$ cat config.mk
export PLATFORM = sky130hd
export DESIGN_NAME = serial_adder
export DESIGN_NICKNAME = d
export VERILOG_FILES = /design/src/rtl/serial_adder_pkg.sv /design/src/rtl/full_adder.sv /design/src/rtl/half_adder.sv /design/src/rtl/serial_adder.sv
export SDC_FILE = /design/constraint.sdc
export NUM_CORES = 1
export LEC_CHECK = 0
export ABC_AREA = 1
export ABC_CLOCK_PERIOD_IN_PS = 3100
export CAP_MARGIN = 30
export CORE_ASPECT_RATIO = 0.6
export CORE_UTILIZATION = 45
export DETAILED_ROUTE_END_ITERATION = 10
export HOLD_SLACK_MARGIN = 0.1
export PLACE_DENSITY = 0.77
export SETUP_SLACK_MARGIN = 0.02
export SKIP_CTS_REPAIR_TIMING = 1
export SYNTH_ARGS = -nofsm -noshare
export SYNTH_HDL_FRONTEND = slang
export SYNTH_SLANG_ARGS = --single-unit
$ cat constraint.sdc
create_clock -name clk -period 3.1 [get_ports clk]
set_clock_uncertainty 0.1 [all_clocks]
set_input_delay 0.31 -clock clk [delete_from_list [all_inputs] [get_ports clk]]
set_output_delay 0.31 -clock clk [all_outputs]
set_load 0.02 [all_outputs]
$ cat src/rtl/serial_adder_pkg.sv
// ---------------------------------------------------------------------------
// serial_adder_pkg
//   Shared definitions for the bit-serial adder slice.
//   - state_t              : 2-bit FSM state type
//   - ST_IDLE/ST_ADD/ST_DONE: FSM state encodings
//   - cnt_width()          : width of the bit counter for a given operand width
// ---------------------------------------------------------------------------
package serial_adder_pkg;

   typedef logic [1:0] state_t;

   localparam state_t ST_IDLE = 2'd0;
   localparam state_t ST_ADD  = 2'd1;
   localparam state_t ST_DONE = 2'd2;

   // Sized so the counter can reach WIDTH without wrapping.
   function automatic int unsigned cnt_width(input int unsigned width);
      return $clog2(width + 1);
   endfunction

endpackage

$ cat src/rtl/full_adder.sv
// ---------------------------------------------------------------------------
// full_adder
//   One-bit full adder built from two half adders.
//   Ports:
//     a, b      : input bits
//     carry_in  : carry into this bit
//     sum       : a xor b xor carry_in
//     carry_out : carry out of this bit
// ---------------------------------------------------------------------------
module full_adder (
   input  logic a,
   input  logic b,
   input  logic carry_in,
   output logic sum,
   output logic carry_out
);

   logic s0;
   logic c0;
   logic c1;

   half_adder u_ha0 (
      .a     (a),
      .b     (b),
      .sum   (s0),
      .carry (c0)
   );

   half_adder u_ha1 (
      .a     (s0),
      .b     (carry_in),
      .sum   (sum),
      .carry (c1)
   );

   // Both half-adder carries can never be high together, so OR suffices.
   assign carry_out = c0 | c1;

endmodule

$ cat src/rtl/half_adder.sv
// ---------------------------------------------------------------------------
// half_adder
//   One-bit half adder.
//   Ports:
//     a, b  : input bits
//     sum   : a xor b
//     carry : a and b
// ---------------------------------------------------------------------------
module half_adder (
   input  logic a,
   input  logic b,
   output logic sum,
   output logic carry
);

   assign sum   = a ^ b;
   assign carry = a & b;

endmodule

$ cat src/rtl/serial_adder.sv
// ---------------------------------------------------------------------------
// serial_adder
//   Bit-serial adder: one full_adder is stepped over WIDTH cycles, LSB first,
//   to compute a + b + carry_in. Operands and result use valid/ready.
//   Parameters:
//     WIDTH     : operand / sum width in bits (>= 1)
//   Ports:
//     clk       : clock, rising edge
//     reset     : synchronous, active-high
//     in_valid  : operand set present on a, b, carry_in
//     in_ready  : block idle and able to accept operands
//     a, b      : addends, sampled on the input handshake
//     carry_in  : carry into bit 0, sampled on the input handshake
//     out_valid : sum / carry_out hold a finished result
//     out_ready : consumer accepts the result
//     sum       : registered (a + b + carry_in) mod 2^WIDTH
//     carry_out : registered carry out of bit WIDTH-1
// ---------------------------------------------------------------------------
module serial_adder
   import serial_adder_pkg::*;
#(
   parameter int unsigned WIDTH = 8
) (
   input  logic             clk,
   input  logic             reset,
   input  logic             in_valid,
   output logic             in_ready,
   input  logic [WIDTH-1:0] a,
   input  logic [WIDTH-1:0] b,
   input  logic             carry_in,
   output logic             out_valid,
   input  logic             out_ready,
   output logic [WIDTH-1:0] sum,
   output logic             carry_out
);

   localparam int unsigned      CW       = cnt_width(WIDTH);
   localparam logic [CW-1:0]    CNT_LAST = CW'(WIDTH - 1);

   state_t            state;
   state_t            state_nx;
   logic [WIDTH-1:0]  a_sr;
   logic [WIDTH-1:0]  b_sr;
   logic [WIDTH-1:0]  res_sr;
   logic [WIDTH-1:0]  res_shift;
   logic              carry_q;
   logic [CW-1:0]     cnt;
   logic              fa_sum;
   logic              fa_co;

   full_adder u_fa (
      .a         (a_sr[0]),
      .b         (b_sr[0]),
      .carry_in  (carry_q),
      .sum       (fa_sum),
      .carry_out (fa_co)
   );

   // New sum bit enters at the MSB; after WIDTH shifts bit 0 holds the LSB.
   generate
      if (WIDTH == 1) begin : g_res_w1
         assign res_shift = fa_sum;
      end else begin : g_res_wn
         assign res_shift = {fa_sum, res_sr[WIDTH-1:1]};
      end
   endgenerate

   always_comb begin
      state_nx = state;
      case (state)
         ST_IDLE: if (in_valid)         state_nx = ST_ADD;
         ST_ADD:  if (cnt == CNT_LAST)  state_nx = ST_DONE;
         ST_DONE: if (out_ready)        state_nx = ST_IDLE;
         default:                       state_nx = ST_IDLE;
      endcase
   end

   always_ff @(posedge clk) begin
      if (reset) begin
         state   <= ST_IDLE;
         a_sr    <= '0;
         b_sr    <= '0;
         res_sr  <= '0;
         carry_q <= 1'b0;
         cnt     <= '0;
      end else begin
         state <= state_nx;
         case (state)
            ST_IDLE: begin
               if (in_valid) begin
                  a_sr    <= a;
                  b_sr    <= b;
                  carry_q <= carry_in;
                  cnt     <= '0;
               end
            end
            ST_ADD: begin
               a_sr    <= a_sr >> 1;
               b_sr    <= b_sr >> 1;
               res_sr  <= res_shift;
               carry_q <= fa_co;
               cnt     <= cnt + CW'(1);
            end
            default: ;
         endcase
      end
   end

   // Handshake flags decode registered state only.
   assign in_ready  = (state == ST_IDLE);
   assign out_valid = (state == ST_DONE);
   assign sum       = res_sr;
   assign carry_out = carry_q;

endmodule

==> flow_summary.yaml, run 1 <==
route:
  drc: 0
  wirelength_um: 3270
  wl_per_cell_um: 11.5
  dr.first_iter.drc_count: 76
  vias: 1374
  dr.pass1.iters: 4
  ant_nets: 0
  vias_per_cell: 4.82
sta:
  relSlewSlack: 0.534
  rsz0062_at_grt: "false"
  hold_violations: 0
  fin_crit_sh: 0.696
  max_freq_ghz: 0.463
  min_period_ns: 2.16
  tightestPinTransition_ns: 0.697
  drv_slew: 0
  hold_ws_ns: 0.368
  setup_viol: 0
  tns_ns: 0
grt:
  grt_pass1_vias: 1217
  overflow: 0
  antenna_found_initial: 0
  grt_pass1_wl_um: 5530
  use_met3: 0.0792
  grt_usage: 0.210
  busiest_layer: "met2"
  grt_max_degree: 29
  grt_util_met1: 0.276
  met2_usage: 0.321
place:
  dp_hpwl_um: 2200
  portBuffers: 31
  gp_congestion: 0.763
worst_setup_path:
  r2r_slack_ns: 1.40
  slowest_stage: "clkdlybuf4s50_1"
  cp_data_arrival_time_ns: 1.75
  worst-path-buf-inv: 1
  critPathMaxFanout: 17
  max_stage_delay_ns: 0.68
  worst_r2r_endpoint: "cnt[3]"
  critPathTopFamily: "buffers and inverters"
  cp.depth: 2
  cp_cell_sequence: "nor2_4 > clkdlybuf4s50_1"
  required_ns: 2.69
  startpoint_type: "flop"
  rr_worst_depth: 6
  timing.rr.start: "state[0]"
  criticalPathCategory: "flop to output pin"
  end_kind: "output pin"
worst_hold_path:
  whs_endpoint: "a_sr[7]"
  whs_path_depth: 2
  hp-class: "flop to flop"
  hp-start: "a_sr[7]"
cells_and_area:
  drive_gt1_frac: 0.0988
  fillCellCount: 279
  final_nets: 265
  diodes: 0
  area_growth_pct: 27.1
die:
  core_area_um2: 3020
  die_h_um: 46.7
  start_util: 0.495
  die_w_um: 76.4
  design.portCount: 32
  die-area_um2: 3570
  row_count: 15
synthesis:
  synth_area_per_cell_um2: 6.99
  synth_cells: 214
  synth_nets: 237
  ys_warn_count: 0
  yosys_register_bits: 31
  synth_cell_types: 20
  ys_top_cells_by_area: "dfxtp_1 41%, nand2_1 11%, nor2_1 11%"
  synth_seq_area_share: 0.415
  yosysTopAreaCellShare: 0.415
  synthesis.area_um2: 1500
  synth_top_cell_by_area: "dfxtp_1"
power_and_ir_drop:
  max-vdd-ir-drop_mv: 0.312
  power_density_nw_per_um2: 579
  totalPowerFinal_uw: 1100
  leakagePower_uw: 0.000828
clock_tree:
  clkSinkCount: 31
  cts.clk_slew.worst_paths_ns: 0.07
  insertion_delay_ns: 0.29
  numCtsBuffers: 5
  clockRootBuffer: "clkbuf_8"
  h-tree-depth: 2
  tritoncts: "built"
  clk_path_buf_depth: 2
job:
  drv_cap: 0
status:
  status: "complete, no violations"
## worst max path at each step
stage	slack, ns	from	end
finish	0.94	state[0]	in_ready
global route	0.85	state[0]	in_ready
CTS	0.94	state[0]	in_ready
detailed placement	0.96	in_valid	b_sr[7]
global placement	1.02	in_valid	b_sr[7]
floorplan	1.80	carry_out	sum[7]
## routing by layer
metal  vias up  part of all wire
met2        45              0.41
li1        716                 -
met1       608              0.50
met5         -                 0
met4         0             0.010
met3         5             0.075
## stage by stage
stage                      util  cells  setup WS [ns]  instance area [um^2]
after floorplan               -    214           1.80                  1500
after global placement    0.590    277           1.02                  1780
after detailed placement  0.590    277          0.957                  1780
after CTS                 0.629    285          0.943                  1900
after global routing      0.629    285          0.853                  1900
final                     0.629    285          0.941                  1900
## final cells by class
type | count | area, um^2 | share of cell area
clock inverter | 2 | 35.0 | 0.0184
timing repair buffer | 32 | 318 | 0.167
clock buffer | 6 | 82.6 | 0.0434
tap | 42 | 52.6 | 0.0276
multi-input combinational | 149 | 704 | 0.370
sequential | 31 | 621 | 0.326
inverter | 23 | 88.8 | 0.0467
## cells in the mapped netlist (all sizes together)
library cell,instances
nand3,25
clkbuf,1
a21oi,9
nor2,53
dlymetal6s4s,1
dfxtp,31
inv,23
buf,9
fa,1
ha,1
nand2,48
o21ai,12
## registers in the layout (all words and copies together) (netlist names)
signal,flops
cnt,4
carry_out,1
state,2
sum,8
b_sr,8
a_sr,8
## cell usage in the layout (no fill, tap or decap), drive strengths merged
cell            n
a21oi           9
ha              1
clkinv          1
fa              1
nand2          48
o21ai          12
dfxtp          31
buf             1
nor2           53
clkdlybuf4s50  31
clkbuf          6
nand3          25
inv            23
bufinv          1
## worst register-to-register path: stages, from the launching register on
cell     delay [ns]
dfxtp_1        0.54
inv_2          0.08
nor2_4         0.50
nand3_1        0.19
nand2_1        0.10
nand2_1        0.05
nor2_1         0.08
## power breakdown
part	internal (uW)	switching [uW]
clock	260	154
combinational	95.4	131
sequential	433	27.5
total	788	313
## cells by family after synthesis
family / synth area share
buf+inv: 0.115
compound gates: 0.0702
flops: 0.415
simple gates: 0.379
fa+ha+maj: 0.0217
Note: power is estimated with default switching activity, not from simulation.
==> run 2, diff against run 1 <==
- ABC_CLOCK_PERIOD_IN_PS: 3100 -> 2100
- clock period: 3.1 -> 2.1 ns (I/O delays scaled with it)
==> flow_summary.yaml, run 2 (synthesized netlist as in run 1, its figures left out) <==
status:
  status: "complete, no violations"
worst_setup_path:
  cp.depth: 3
  timing.rr.start: "state[0]"
  crit_start: "state[1]"
  critPathTopFamily: "buffers and inverters"
  max_stage_delay_ns: 0.61
  required_ns: 1.79
  r2r_slack_ns: 0.51
  slowest_stage: "clkdlybuf4s50_1"
  cp_data_arrival_time_ns: 1.58
  crit_path_end: "out_valid"
  rr_worst_depth: 5
  worst_r2r_endpoint: "sum[6]"
  worst-path-buf-inv: 2
  critPathMaxFanout: 5
  startpoint_type: "flop"
  cp_cell_sequence: "inv_4 > nor2_1 > clkdlybuf4s50_1"
  end_kind: "output pin"
  criticalPathCategory: "flop to output pin"
cells_and_area:
  final_cell_mix: "45 x nand2_1, 43 x nor2_1, 31 x dfxtp_1, 31 x clkdlybuf4s50_1, 25 x nand3_1"
  fillCellCount: 284
  utilization: 0.639
  diodes: 0
  area_growth_pct: 29.1
  drive_gt1_frac: 0.113
  mostFrequentLayoutCell: "nand2_1"
  fin_cells: 289
  final_nets: 269
die:
  start_util: 0.495
  design.portCount: 32
  core_area_um2: 3020
  die-area_um2: 3570
  die_w_um: 76.4
  row_count: 15
  die_h_um: 46.7
route:
  wl_per_cell_um: 11.4
  dr.pass1.iters: 5
  ant_nets: 0
  drc: 0
  dr.first_iter.drc_count: 82
  wirelength_um: 3290
  vias_per_cell: 4.87
  vias: 1408
sta:
  tightestPinTransition_ns: 0.506
  min_period_ns: 1.89
  rsz0062_at_grt: "false"
  hold_violations: 0
  drv_slew: 0
  tns_ns: 0
  max_freq_ghz: 0.529
  setup_viol: 0
  relSlewSlack: 0.662
  fin_crit_sh: 0.900
grt:
  grt_max_degree: 23
  antenna_found_initial: 0
  use_met3: 0.0673
  busiest_layer: "met2"
  grt_util_met1: 0.283
  grt_pass1_wl_um: 5360
  met2_usage: 0.290
  grt_usage: 0.205
  overflow: 0
  grt_pass1_vias: 1133
place:
  dp_hpwl_um: 2230
  dpl.cell_count: 281
  portBuffers: 31
  gp_congestion: 0.817
clock_tree:
  tritoncts: "built"
  numCtsBuffers: 5
  insertion_delay_ns: 0.29
  clk_path_buf_depth: 2
  h-tree-depth: 2
  cts.clk_slew.worst_paths_ns: 0.07
  clockRootBuffer: "clkbuf_8"
  clkSinkCount: 31
power_and_ir_drop:
  netSwitchingPower_uw: 469
  leakagePower_uw: 0.000847
  power_density_nw_per_um2: 851
  p_int_uw: 1170
  max-vdd-ir-drop_mv: 0.490
  clkPwrFrac: 0.374
  totalPowerFinal_uw: 1640
  netSwitchingFraction: 0.285
  power_frac_comb: 0.212
  seqPwrFrac: 0.413
job:
  drv_cap: 0
worst_hold_path:
  hp-class: "flop to flop"
  whs_path_depth: 2
## run 2: changes by cell type in the layout (fill, tap and decap cells not counted)
cell / delta
buf_4: +4
## run 2: power groups by stage
stage	registers, uW	logic (uW)	clock network, uW
6_report	679	349	615
5_1_grt	687	386	656
4_1_cts	679	349	619
3_5_place_dp	692	346	0
3_3_place_gp	691	344	0
2_1_floorplan	704	214	0
## run 2: worst min-delay path by stage
stage | from | end | slack (ns)
4_1_cts | a_sr[7] | a_sr[7] | 0.37
3_5_place_dp | a_sr[7] | a_sr[7] | 0.36
5_1_grt | b[7] | b_sr[7] | 0.40
6_report | a_sr[7] | a_sr[7] | 0.36
2_1_floorplan | a[7] | a_sr[7] | 0.25
3_3_place_gp | a_sr[7] | a_sr[7] | 0.36
## run 2: area by class of cell
cell class	count	area, um^2	share of cell area
clock buffer	6	82.6	0.0427
clock inverter	2	35.0	0.0181
inverter	23	88.8	0.0460
multi-input combinational	149	704	0.365
sequential	31	621	0.321
tap	42	52.6	0.0272
timing repair buffer	36	348	0.180
## run 2: worst register-to-register path: stages (launching register included)
cell and delay [ns]:
dfxtp_1 0.55, inv_2 0.08, nor2_4 0.41, buf_4 0.25, nor2_1 0.05, nor2_1 0.10
## run 2: through the flow
step / cell area (um^2) / hold slack (ns) / setup WS (ns)
3_3_place_gp: 1810 / 0.360 / 0.505
6_report: 1930 / 0.364 / 0.209
5_1_grt: 1930 / 0.395 / 0.147
2_1_floorplan: 1500 / 0.253 / 0.799
3_5_place_dp: 1810 / 0.357 / 0.492
4_1_cts: 1930 / 0.367 / 0.201
## run 2: routing by layer
metal / vias to the layer above / part of all wire
li1: 725 / -
met1: 628 / 0.50
met2: 48 / 0.41
met3: 7 / 0.072
met4: 0 / 0.016
met5: - / 0
==> run 3, diff against run 2 <==
- SETUP_SLACK_MARGIN: 0.02 -> 0.4
==> flow_summary.yaml, run 3 (synthesized netlist as in run 1, its figures left out) <==
sta:
  fin_crit_sh: 0.762
  tns_ns: 0
  tightestPinTransition_ns: 0.504
  rsz0062_at_grt: "false"
  max_freq_ghz: 0.625
  hold_violations: 0
  setup_viol: 0
  min_period_ns: 1.60
  drv_slew: 0
  relSlewSlack: 0.664
worst_hold_path:
  whs_path_depth: 2
  hp-start: "a_sr[7]"
  whs_endpoint: "a_sr[7]"
  hp-class: "flop to flop"
power_and_ir_drop:
  totalPowerFinal_uw: 1640
  power_density_nw_per_um2: 847
  max-vdd-ir-drop_mv: 0.489
  leakagePower_uw: 0.000871
place:
  dp_hpwl_um: 2230
  gp_congestion: 0.817
  dpl.cell_count: 281
  portBuffers: 31
clock_tree:
  clk_path_buf_depth: 2
  tritoncts: "built"
  h-tree-depth: 2
  insertion_delay_ns: 0.29
  numCtsBuffers: 5
  clkSinkCount: 31
  clockRootBuffer: "clkbuf_8"
  cts.clk_slew.worst_paths_ns: 0.07
cells_and_area:
  utilization: 0.642
  seqCellArea_um2: 623
  drive_gt1_frac: 0.121
  final_nets: 269
  fillCellCount: 281
  multi_input_area_um2: 704
  diodes: 0
  fin_cells: 289
  mostFrequentLayoutCell: "nand2_1"
  final_cell_mix: "45 x nand2_1, 43 x nor2_1, 29 x dfxtp_1, 29 x clkdlybuf4s50_1, 25 x nand3_1"
  area_growth_pct: 29.6
route:
  wl_met2_um: 1330
  wirelength_um: 3290
  routed.top_layer: "met4"
  vias: 1391
  route.met3.wl_um: 270
  vias_per_cell: 4.81
  wl_per_cell_um: 11.4
  dr.pass1.iters: 5
  drc: 0
  ant_nets: 0
  wl_met1_um: 1640
  dr.first_iter.drc_count: 83
worst_setup_path:
  end_kind: "output pin"
  crit_start: "carry_out"
  critPathTopFamily: "buffers and inverters"
  r2r_slack_ns: 0.63
  cp_cell_sequence: "clkdlybuf4s50_1"
  worst_r2r_endpoint: "cnt[3]"
  timing.rr.start: "state[0]"
  slowest_stage: "clkdlybuf4s50_1"
  critPathMaxFanout: 3
  max_stage_delay_ns: 0.62
  cp_data_arrival_time_ns: 1.29
  startpoint_type: "flop"
  required_ns: 1.79
  rr_worst_depth: 6
  worst-path-buf-inv: 1
  criticalPathCategory: "flop to output pin"
grt:
  overflow: 0
  grt_usage: 0.205
  grt_max_degree: 23
  grt_pass1_wl_um: 5360
  grt_pass1_vias: 1133
  antenna_found_initial: 0
die:
  start_util: 0.495
  design.portCount: 32
  core_area_um2: 3020
  row_count: 15
  die_w_um: 76.4
  die-area_um2: 3570
  die_h_um: 46.7
job:
  drv_cap: 0
status:
  status: "complete, no violations"
-- run 3: changes by cell type in the layout (fill, tap and decap cells not counted), sizes merged --
cell           before  now
clkdlybuf4s50      31   29
dlymetal6s2s        0    2
-- run 3: per-stage QoR --
stage / instance area [um^2] / setup WS, ns / hold slack, ns
final: 1940 / 0.500 / 0.364
after CTS: 1930 / 0.201 / 0.367
after detailed placement: 1810 / 0.492 / 0.357
after global routing: 1940 / 0.447 / 0.395
after floorplan: 1500 / 0.799 / 0.253
after global placement: 1810 / 0.505 / 0.360
-- run 3: metal layers --
layer  vias to the layer above  track usage
li1                        725            -
met3                         7       0.0673
met1                       605        0.283
met2                        54        0.290
met5                         -            0
met4                         0       0.0923
-- run 3: worst max path at each step --
stage                     end  slack (ns)  cells after the start
floorplan              sum[7]        0.80                      3
global placement      a_sr[5]        0.51                      6
detailed placement    a_sr[5]        0.49                      6
CTS                 out_valid        0.20                      3
global route        carry_out        0.45                      1
finish              carry_out        0.50                      1
-- run 3: cell type report --
class / count / share of cell area
Clock inverter: 2 / 0.0181
Tap cell: 42 / 0.0271
Clock buffer: 6 / 0.0426
Multi-Input combinational cell: 149 / 0.363
Sequential cell: 31 / 0.321
Timing Repair Buffer: 36 / 0.182
Inverter: 23 / 0.0458
-- run 3: power by group --
| part | switching [uW] | internal [uW] |
|---|---|---|
| registers | 40.0 | 640 |
| logic | 196 | 151 |
| clock network | 232 | 384 |
